**config.mk**
```make
export PLATFORM = sky130hd
export DESIGN_NAME = mmio_bridge
export DESIGN_NICKNAME = d
export VERILOG_FILES = /design/src/rtl/mmio_bridge.sv
export SDC_FILE = /design/constraint.sdc
export NUM_CORES = 1
export LEC_CHECK = 0
export ABC_CLOCK_PERIOD_IN_PS = 5100
export CORE_MARGIN = 2
export CORE_UTILIZATION = 65
export CTS_BUF_LIST = sky130_fd_sc_hd__clkbuf_4 sky130_fd_sc_hd__clkbuf_8
export CTS_CLUSTER_DIAMETER = 30
export DETAILED_ROUTE_END_ITERATION = 10
export DONT_BUFFER_PORTS = 1
export GPL_ROUTABILITY_DRIVEN = 0
export MAX_ROUTING_LAYER = met4
export PLACE_DENSITY = 0.78
export SLEW_MARGIN = 20
export SYNTH_ARGS = -nofsm -noshare
export SYNTH_HDL_FRONTEND = slang
export SYNTH_SLANG_ARGS = --single-unit
```
**constraint.sdc**
```tcl
create_clock -name clk -period 5.1 [get_ports clk]
set_input_delay 0.51 -clock clk [delete_from_list [all_inputs] [get_ports clk]]
set_output_delay 0.51 -clock clk [all_outputs]
set_load 0.01 [all_outputs]
```
**src/rtl/mmio_bridge.sv**
```systemverilog
// mmio_bridge: decodes the core data bus into RAM/keyboard/art windows, buffers bytes in FIFOs, raises keyboard IRQs
module mmio_bridge #(
  parameter logic [63:0] KEY_BASE   = 64'h0000_0000_0000_2000,
  parameter logic [63:0] ART_BASE   = 64'h0000_0000_0000_2010,
  parameter int          FIFO_DEPTH = 8
) (
  input  logic        clk,
  input  logic        reset,
  input  logic [63:0] bus_address,
  input  logic [63:0] bus_write_data,
  input  logic        bus_write_enable,
  input  logic        bus_read_enable,
  output logic [63:0] bus_read_data,
  output logic        ram_sel,
  input  logic [63:0] ram_read_data,
  input  logic [7:0]  key_data,
  input  logic        key_valid,
  output logic        key_ready,
  output logic [7:0]  art_data,
  output logic        art_valid,
  input  logic        art_ready,
  output logic [3:0]  interrupt_vector,
  input  logic        interrupt_ack,
  input  logic        interrupt_pending
);
  localparam int AW = $clog2(FIFO_DEPTH);
  localparam int CW = AW + 1;
  typedef enum logic [1:0] {S_IDLE, S_REQ, S_SERVICE} state_t;
  logic [7:0]    r_key_mem [FIFO_DEPTH];
  logic [7:0]    r_art_mem [FIFO_DEPTH];
  logic [AW-1:0] r_key_wp, r_key_rp, r_art_wp, r_art_rp;
  logic [CW-1:0] r_key_cnt, r_art_cnt;
  logic          r_irq_en, r_art_ovf, r_rd_en_d, r_irq_req;
  logic [63:0]   r_rd_data;
  state_t        r_state;
  logic          w_key_data_sel, w_key_stat_sel, w_art_data_sel, w_art_stat_sel;
  logic          w_rd_first, w_key_empty, w_key_full, w_art_empty, w_art_full;
  logic          w_key_push, w_key_pop, w_art_wr, w_art_push, w_art_pop;
  logic [63:0]   w_rd_value;
  logic          w_unused;
  assign w_key_data_sel = bus_address == KEY_BASE;
  assign w_key_stat_sel = bus_address == KEY_BASE + 64'd8;
  assign w_art_data_sel = bus_address == ART_BASE;
  assign w_art_stat_sel = bus_address == ART_BASE + 64'd8;
  assign ram_sel        = !(w_key_data_sel || w_key_stat_sel || w_art_data_sel || w_art_stat_sel);
  assign w_rd_first     = bus_read_enable && !r_rd_en_d;
  assign w_key_empty    = r_key_cnt == '0;
  assign w_key_full     = r_key_cnt == CW'(FIFO_DEPTH);
  assign w_art_empty    = r_art_cnt == '0;
  assign w_art_full     = r_art_cnt == CW'(FIFO_DEPTH);
  assign key_ready      = !w_key_full;
  assign art_valid      = !w_art_empty;
  assign art_data       = r_art_mem[r_art_rp];
  assign w_key_push     = key_valid && key_ready;
  assign w_key_pop      = w_rd_first && w_key_data_sel && !w_key_empty;
  assign w_art_wr       = bus_write_enable && w_art_data_sel;
  assign w_art_push     = w_art_wr && !w_art_full;
  assign w_art_pop      = art_valid && art_ready;
  assign bus_read_data  = r_rd_data;
  assign interrupt_vector = {3'b0, r_irq_req};
  assign w_unused       = &{1'b0, bus_write_data[63:8]};
  assign w_rd_value = w_key_data_sel ? {56'b0, w_key_empty ? 8'h00 : r_key_mem[r_key_rp]} :
                      w_key_stat_sel ? {52'b0, 4'(r_key_cnt), 6'b0, r_irq_en, w_key_empty} :
                      w_art_stat_sel ? {52'b0, 4'(r_art_cnt), 5'b0, r_art_ovf, w_art_full, w_art_empty} :
                      w_art_data_sel ? 64'b0 : ram_read_data;
  // FIFO payload storage; validity is tracked by the pointers and counts
  always_ff @(posedge clk) begin
    if (w_key_push) r_key_mem[r_key_wp] <= key_data;
    if (w_art_push) r_art_mem[r_art_wp] <= bus_write_data[7:0];
  end
  // FIFO pointers/counts, control bits and edge-triggered read capture
  always_ff @(posedge clk or negedge reset) begin
    if (!reset) begin
      r_key_wp  <= '0;
      r_key_rp  <= '0;
      r_key_cnt <= '0;
      r_art_wp  <= '0;
      r_art_rp  <= '0;
      r_art_cnt <= '0;
      r_irq_en  <= 1'b0;
      r_art_ovf <= 1'b0;
      r_rd_en_d <= 1'b0;
      r_rd_data <= '0;
    end else begin
      r_rd_en_d <= bus_read_enable;
      if (w_rd_first) r_rd_data <= w_rd_value;
      if (w_key_push) r_key_wp <= r_key_wp + 1'b1;
      if (w_key_pop) r_key_rp <= r_key_rp + 1'b1;
      r_key_cnt <= r_key_cnt + CW'(w_key_push) - CW'(w_key_pop);
      if (w_art_push) r_art_wp <= r_art_wp + 1'b1;
      if (w_art_pop) r_art_rp <= r_art_rp + 1'b1;
      r_art_cnt <= r_art_cnt + CW'(w_art_push) - CW'(w_art_pop);
      if (w_art_wr && w_art_full) r_art_ovf <= 1'b1;
      else if (bus_write_enable && w_art_stat_sel && bus_write_data[2]) r_art_ovf <= 1'b0;
      if (bus_write_enable && w_key_stat_sel) r_irq_en <= bus_write_data[1];
    end
  end
  // Keyboard interrupt request/ack handshake with the core
  always_ff @(posedge clk or negedge reset) begin
    if (!reset) begin
      r_state   <= S_IDLE;
      r_irq_req <= 1'b0;
    end else begin
      case (r_state)
        S_IDLE: if (r_irq_en && !w_key_empty && !interrupt_pending) begin
          r_state   <= S_REQ;
          r_irq_req <= 1'b1;
        end
        S_REQ: if (!r_irq_en || interrupt_ack) begin
          r_state   <= r_irq_en ? S_SERVICE : S_IDLE;
          r_irq_req <= 1'b0;
        end
        S_SERVICE: if (!interrupt_pending) r_state <= S_IDLE;
        default: r_state <= S_IDLE;
      endcase
    end
  end
endmodule

```
# Word-level counts from Yosys, hierarchy flattened
# Memory sizes are Yosys's and may differ from the RTL's.
# Cells that the tools add are included.
[classes]
n_addsub = 8
muxes = 19
reduce_logical = 32
n_eq_ne = 11
[ops]
columns = ["op", "count"]
rows = [
  ["$eq 64x14->1 const B", 4],
  ["$mux 64", 4],
  ["$logic_and 1x1->1", 13],
  ["$add 3x1->3 const B", 4],
  ["$add 4x1->4", 2],
  ["$eq 4x4->1 const B", 2],
  ["$logic_not 1->1", 8],
  ["$logic_not 4->1", 2],
  ["$mux 1", 8],
  ["$mux 2", 4],
  ["$mux 8", 1],
  ["$sub 4x1->4", 2],
  ["$ne 2x2->1 const B", 3],
  ["$pmux 2 s3", 1],
  ["$reduce_and 3->1", 2],
  ["$logic_or 1x1->1", 4],
  ["$reduce_bool 2->1", 2],
  ["$eq 2x1->1 const B", 1],
  ["$eq 2x2->1 const B", 1],
  ["$logic_not 2->1", 1],
  ["$pmux 1 s2", 1],
]
[totals]
ram_bits = 128
memories = 2
reg_bits = 90
in_bits = 208
word_cells = 84
out_inout_bits = 79
[memory_table]
columns = ["memory", "words", "word_bits", "rd", "rd_clocked_by_memory_dff", "write_ports", "line", "source"]
rows = [
  ["r_art_mem", 8, 8, 1, 0, 1, "30", "logic [7:0] r_art_mem [FIFO_DEPTH];"],
  ["r_key_mem", 8, 8, 1, 0, 1, "29", "logic [7:0] r_key_mem [FIFO_DEPTH];"],
]

# Longest topological paths before layout
[depth]
ltp_word = 6
mapped_depth = 12
mapped_depth_nobuf = 11

# Worst setup path after synthesis
# Ideal clock, no wire load.
[synth_timing]
path_type = "input -> register"
from = "in bus_address[11]"
to = "mem r_art_mem[0][0], enable pin"
path_buffers = 1
arrival_time_ps = 2374
slack_ps = 2331
setup_time_ps = 395
t_required_ps = 4705
cell_stages = 6
path_cell_list = "nor4b_2 nand4_1 nor3_4 nand3_2 buf_6 nor4_1"
[synth_between]
elab_chain_cells = 5
[synth_lines]
columns = ["element", "line", "source"]
rows = [
  ["from (decl)", "9", "input logic [63:0] bus_address,"],
  ["$eq 64x14->1", "43", "assign w_art_data_sel = bus_address == ART_BASE;"],
  ["$logic_and 1x1->1", "56", "assign w_art_wr = bus_write_enable && w_art_data_sel;"],
  ["$logic_and 1x1->1", "57", "assign w_art_push = w_art_wr && !w_art_full;"],
  ["$mux 1", "69", "if (w_art_push) r_art_mem[r_art_wp] <= bus_write_data[7:0];"],
  ["$mux 1 (not written as such)", "69", ""],
  ["to (decl)", "30", ""],
]
# Every way passes these cells.

# Final worst setup path
[layout_timing]
from = "reg r_art_cnt[2]"
to = "mem r_art_mem[6][1], enable pin"
[layout_between]
elab_chain_cells = 5
[layout_lines]
columns = ["element", "line", "source"]
rows = [
  ["from (decl)", "32", "logic [CW-1:0] r_key_cnt, r_art_cnt;"],
  ["from (signal assigned)", "92", "r_art_cnt <= r_art_cnt + CW'(w_art_push) - CW'(w_art_pop);"],
  ["$eq 4x4->1", "50", "assign w_art_full = r_art_cnt == CW'(FIFO_DEPTH);"],
  ["$logic_not 1->1", "57", ""],
  ["$logic_and 1x1->1", "57", ""],
  ["$mux 1", "69", ""],
  ["$mux 1 (not written as such)", "69", ""],
]
# Every way passes these cells.

==> impl_metrics.ini <==
[synth]
syn_inst = 579
yosys-top-cells-area = sky130_fd_sc_hd__edfxtp_1 42%, sky130_fd_sc_hd__dfrtp_1 25%, sky130_fd_sc_hd__mux4_2 7.9%
synth.top_cell.area_share_pct = 41.9
yosys.cell_types.count = 51
post_synth.cell_area_avg_sq_um = 15.8
ys_seq_elements = 218
netlist_top_cells_count = 128 x sky130_fd_sc_hd__edfxtp_1, 90 x sky130_fd_sc_hd__dfrtp_1, 50 x sky130_fd_sc_hd__a22o_1
number_of_synthesized_flops_with_an_enable_pin = 128
synth_flop_cell = sky130_fd_sc_hd__edfxtp_1
synth-seq-area-share_pct = 66.5
yosys_warnings = 0
yosys.area.top_type = sky130_fd_sc_hd__edfxtp_1
synthMostInstantiatedCell = sky130_fd_sc_hd__edfxtp_1
synth.cell_area_sq_mm = 0.00917
synth_async_sr_flop_share_pct = 41.3

[floorplanning]
initial_utilization_pct = 66.3
placeableCoreArea_sq_mm = 0.0138
die-height_um = 123
i_o_pin_total = 287
chipWidth_um = 123
placement_rows = 43
die_footprint_sq_mm = 0.0151

[cts]
clock_tree_from_tritoncts = done
clkSlewWorstSetupHoldPaths_ps = 70
clock_path_buffers = 3
htree_num_levels = 2
clock-sinks = 218
cts_made_buffers = 37
post_cts.repair.setup_buffers = 0
insertion_delay_of_the_later_clocked_pin_in_the_worst_skew_pair_ps = 530
post_cts_resize_count = 0
cts.root.buffer_cell = sky130_fd_sc_hd__clkbuf_8

[timing]
setup_repair_after_global_routing_missed_its_margin = no
period_minus_slack_ps = 2860
fin_crit_sh_pct = 56.1
timing.max_slew.rel_slack_pct = 30.7
fmax_ghz = 0.350
clock_skew_ps = 22.1
final_hold_slack_ps = 64.0
slew_viol_final = 0
final.setup.tns_ps = 0
tightest_slew_ps = 1030
hold_viol = 0
timing.final.setup_violations = 0

[power]
worst_ir_drop_vdd_mv = 0.264
leakage_power_nw = 3.69
p_per_area_mw_per_mm2 = 446
swShare_pct = 27.7
power.share.sequential_pct = 51.8
clock_power_share_pct = 32.7
combinationalPowerShare_pct = 15.5
p_sw_mw = 1.24
p_int_mw = 3.24

[routing]
drt_first_iter_violations = 394
ant_nets = 0
routed_via_density = 6.50
via_count = 5228
wl_per_cell_um = 24.7
drt_first_pass_iters = 4
drc_errors = 0
routed_wl_um = 19800

[critical_path]
worst_setup_path_end_kind = flop
cp.arrival_ps = 3100
worst_r2r_startpoint = r_art_cnt[2]
required_ps = 5340
critical_path.max_fanout = 11
rrSetupSlack_ps = 2240
worst-r2r-cell-count = 7
reg2reg_to = r_art_mem[6][1]
worstSetupStartpointType = flop
path_class = flop to flop

[worst_hold_path]
timing.hold.worst_path_depth = 0
hold_path.class = input pin to flop
hold_path_startpoint = bus_write_data[3]
holdPathEnd = r_art_mem[7][3]

[global_route]
grt_pass1_wl_um = 29900
pin_count_of_the_biggest_net_entering_global_routing = 91
globalRoute.totalOverflow = 0
grt_pass1_vias = 5531
grt.total_usage_pct = 27.9
antenna_found_initial = 0

[placed_design]
dp_hpwl_um = 13500
cells_after_dpl = 737
placed_area_sq_mm = 0.00930
portBuffers = 0

[cells_and_area]
filler_cell_count = 860
stdcell_area_sq_mm = 0.0100
areaGrowthSynthToFinish_pct = 9.65
net_count_final = 825
layoutNonFillerInstCount = 804
layout-drive-gt1-share_pct = 21.3

[run_status]
outcome = completed

[flow_run]
drv.max_cap_violation_count = 0
-- flip-flops by register name, indices dropped and copies added, names as in the netlist --
signal	cells
r_state	2
r_key_wp	3
r_rd_en_d	1
r_art_ovf	1
r_art_wp	3
r_irq_en	1
r_key_mem	64
r_irq_req	1
r_art_rp	3
r_key_cnt	4
bus_read_data	64
r_art_cnt	4
r_art_mem	64
r_key_rp	3
-- worst max path at each step --
stage,start,end,slack [ps],cells after the start
after floorplan,bus_address[11],r_art_mem[0][0],2330,6
after global placement,bus_address[46],r_art_mem[6][2],1930,6
after detailed placement,bus_address[46],r_art_mem[6][2],1910,6
after CTS,r_art_rp[0],art_data[3],1990,2
after global routing,r_art_cnt[2],r_art_mem[6][1],1990,7
final,r_art_cnt[2],r_art_mem[6][1],2240,7
-- stage by stage --
stage | setup slack (ps) | util [%] | power (mW)
finish | 2240 | 72.7 | 4.49
global route | 1990 | 72.7 | 4.71
CTS | 1990 | 72.6 | 4.52
detailed placement | 1910 | 67.3 | 3.04
global placement | 1930 | 67.1 | 3.00
floorplan | 2330 | - | 2.86
-- power by group through the flow --
stage                     clock network [mW]  logic (mW)  registers (mW)
after global placement                     0       0.657            2.34
after CTS                               1.49       0.709            2.32
final                                   1.46       0.698            2.32
after floorplan                            0       0.639            2.23
after global routing                    1.58       0.785            2.35
after detailed placement                   0       0.685            2.35
-- final cells by class --
type / count / area, sq um / area share, %
inverter: 14 / 52.6 / 0.523
antenna: 1 / 2.50 / 0.0249
clock inverter: 18 / 125 / 1.25
multi-input combinational: 316 / 2860 / 28.5
timing repair buffer: 12 / 115 / 1.15
clock buffer: 45 / 569 / 5.66
sequential: 218 / 6100 / 60.7
tap: 180 / 225 / 2.24
-- placed cells by master (no fill, tap or decap), types with 4 or more instances in the layout --
cell type                    netlist  final
sky130_fd_sc_hd__edfxtp_1        128    128
sky130_fd_sc_hd__dfrtp_1          90     88
sky130_fd_sc_hd__a22o_1           50     50
sky130_fd_sc_hd__nand2_1          37     37
sky130_fd_sc_hd__clkbuf_8          0     37
sky130_fd_sc_hd__mux4_2           32     32
sky130_fd_sc_hd__nor2_1           25     25
sky130_fd_sc_hd__nor4_1           23     22
sky130_fd_sc_hd__ha_1             16     16
sky130_fd_sc_hd__inv_1            14     14
sky130_fd_sc_hd__mux2_2           13     13
sky130_fd_sc_hd__mux2i_1          12     12
sky130_fd_sc_hd__nand4_1          11     11
sky130_fd_sc_hd__nand3_1          11     11
sky130_fd_sc_hd__o211ai_1          9      9
sky130_fd_sc_hd__buf_4             5      9
sky130_fd_sc_hd__a21oi_1           8      8
sky130_fd_sc_hd__nor3_1            8      8
sky130_fd_sc_hd__clkbuf_4          0      8
sky130_fd_sc_hd__xnor2_1           7      7
sky130_fd_sc_hd__clkinv_2          0      7
sky130_fd_sc_hd__clkinv_1          0      5
sky130_fd_sc_hd__xor2_1            4      4
sky130_fd_sc_hd__clkinvlp_4        0      4
-- worst max-delay path: stages, from the launching register on --
cell and delay [ps]:
sky130_fd_sc_hd__dfrtp_1 360, sky130_fd_sc_hd__inv_1 90, sky130_fd_sc_hd__ha_1 190, sky130_fd_sc_hd__nor3b_1 150, sky130_fd_sc_hd__nor3_1 290, sky130_fd_sc_hd__nand3_2 340, sky130_fd_sc_hd__nor4_1 850, sky130_fd_sc_hd__buf_4 300
-- routing by layer --
layer / wire (um) / vias to the layer above / track usage [%]
li1: - / 2317 / -
met4: 490 / 0 / 11.9
met5: 0 / - / -
met2: 10100 / 238 / 43.5
met3: 2170 / 34 / 9.76
met1: 7120 / 2639 / 33.3
-- kinds of logic (layout without fill, tap and decap cells) --
group | Yosys count | in the layout | share of synthesized area, %
xor+xnor | 11 | 11 | 1.05
simple gates | 142 | 142 | 8.66
mux | 58 | 58 | 10.9
buf+inv | 47 | 89 | 2.73
flops | 218 | 218 | 66.5
fa+ha+maj | 18 | 18 | 2.62
compound gates | 84 | 84 | 7.49
other cells | 1 | 4 | 0.0409
-- repair_timing --
action | 4_1_cts | 5_1_grt
hold buffers | 3 | 0
endpoints found under the setup margin | 0 | 0
hold endpoints to repair | 91 | 0
(Power assumes the default switching activity.)
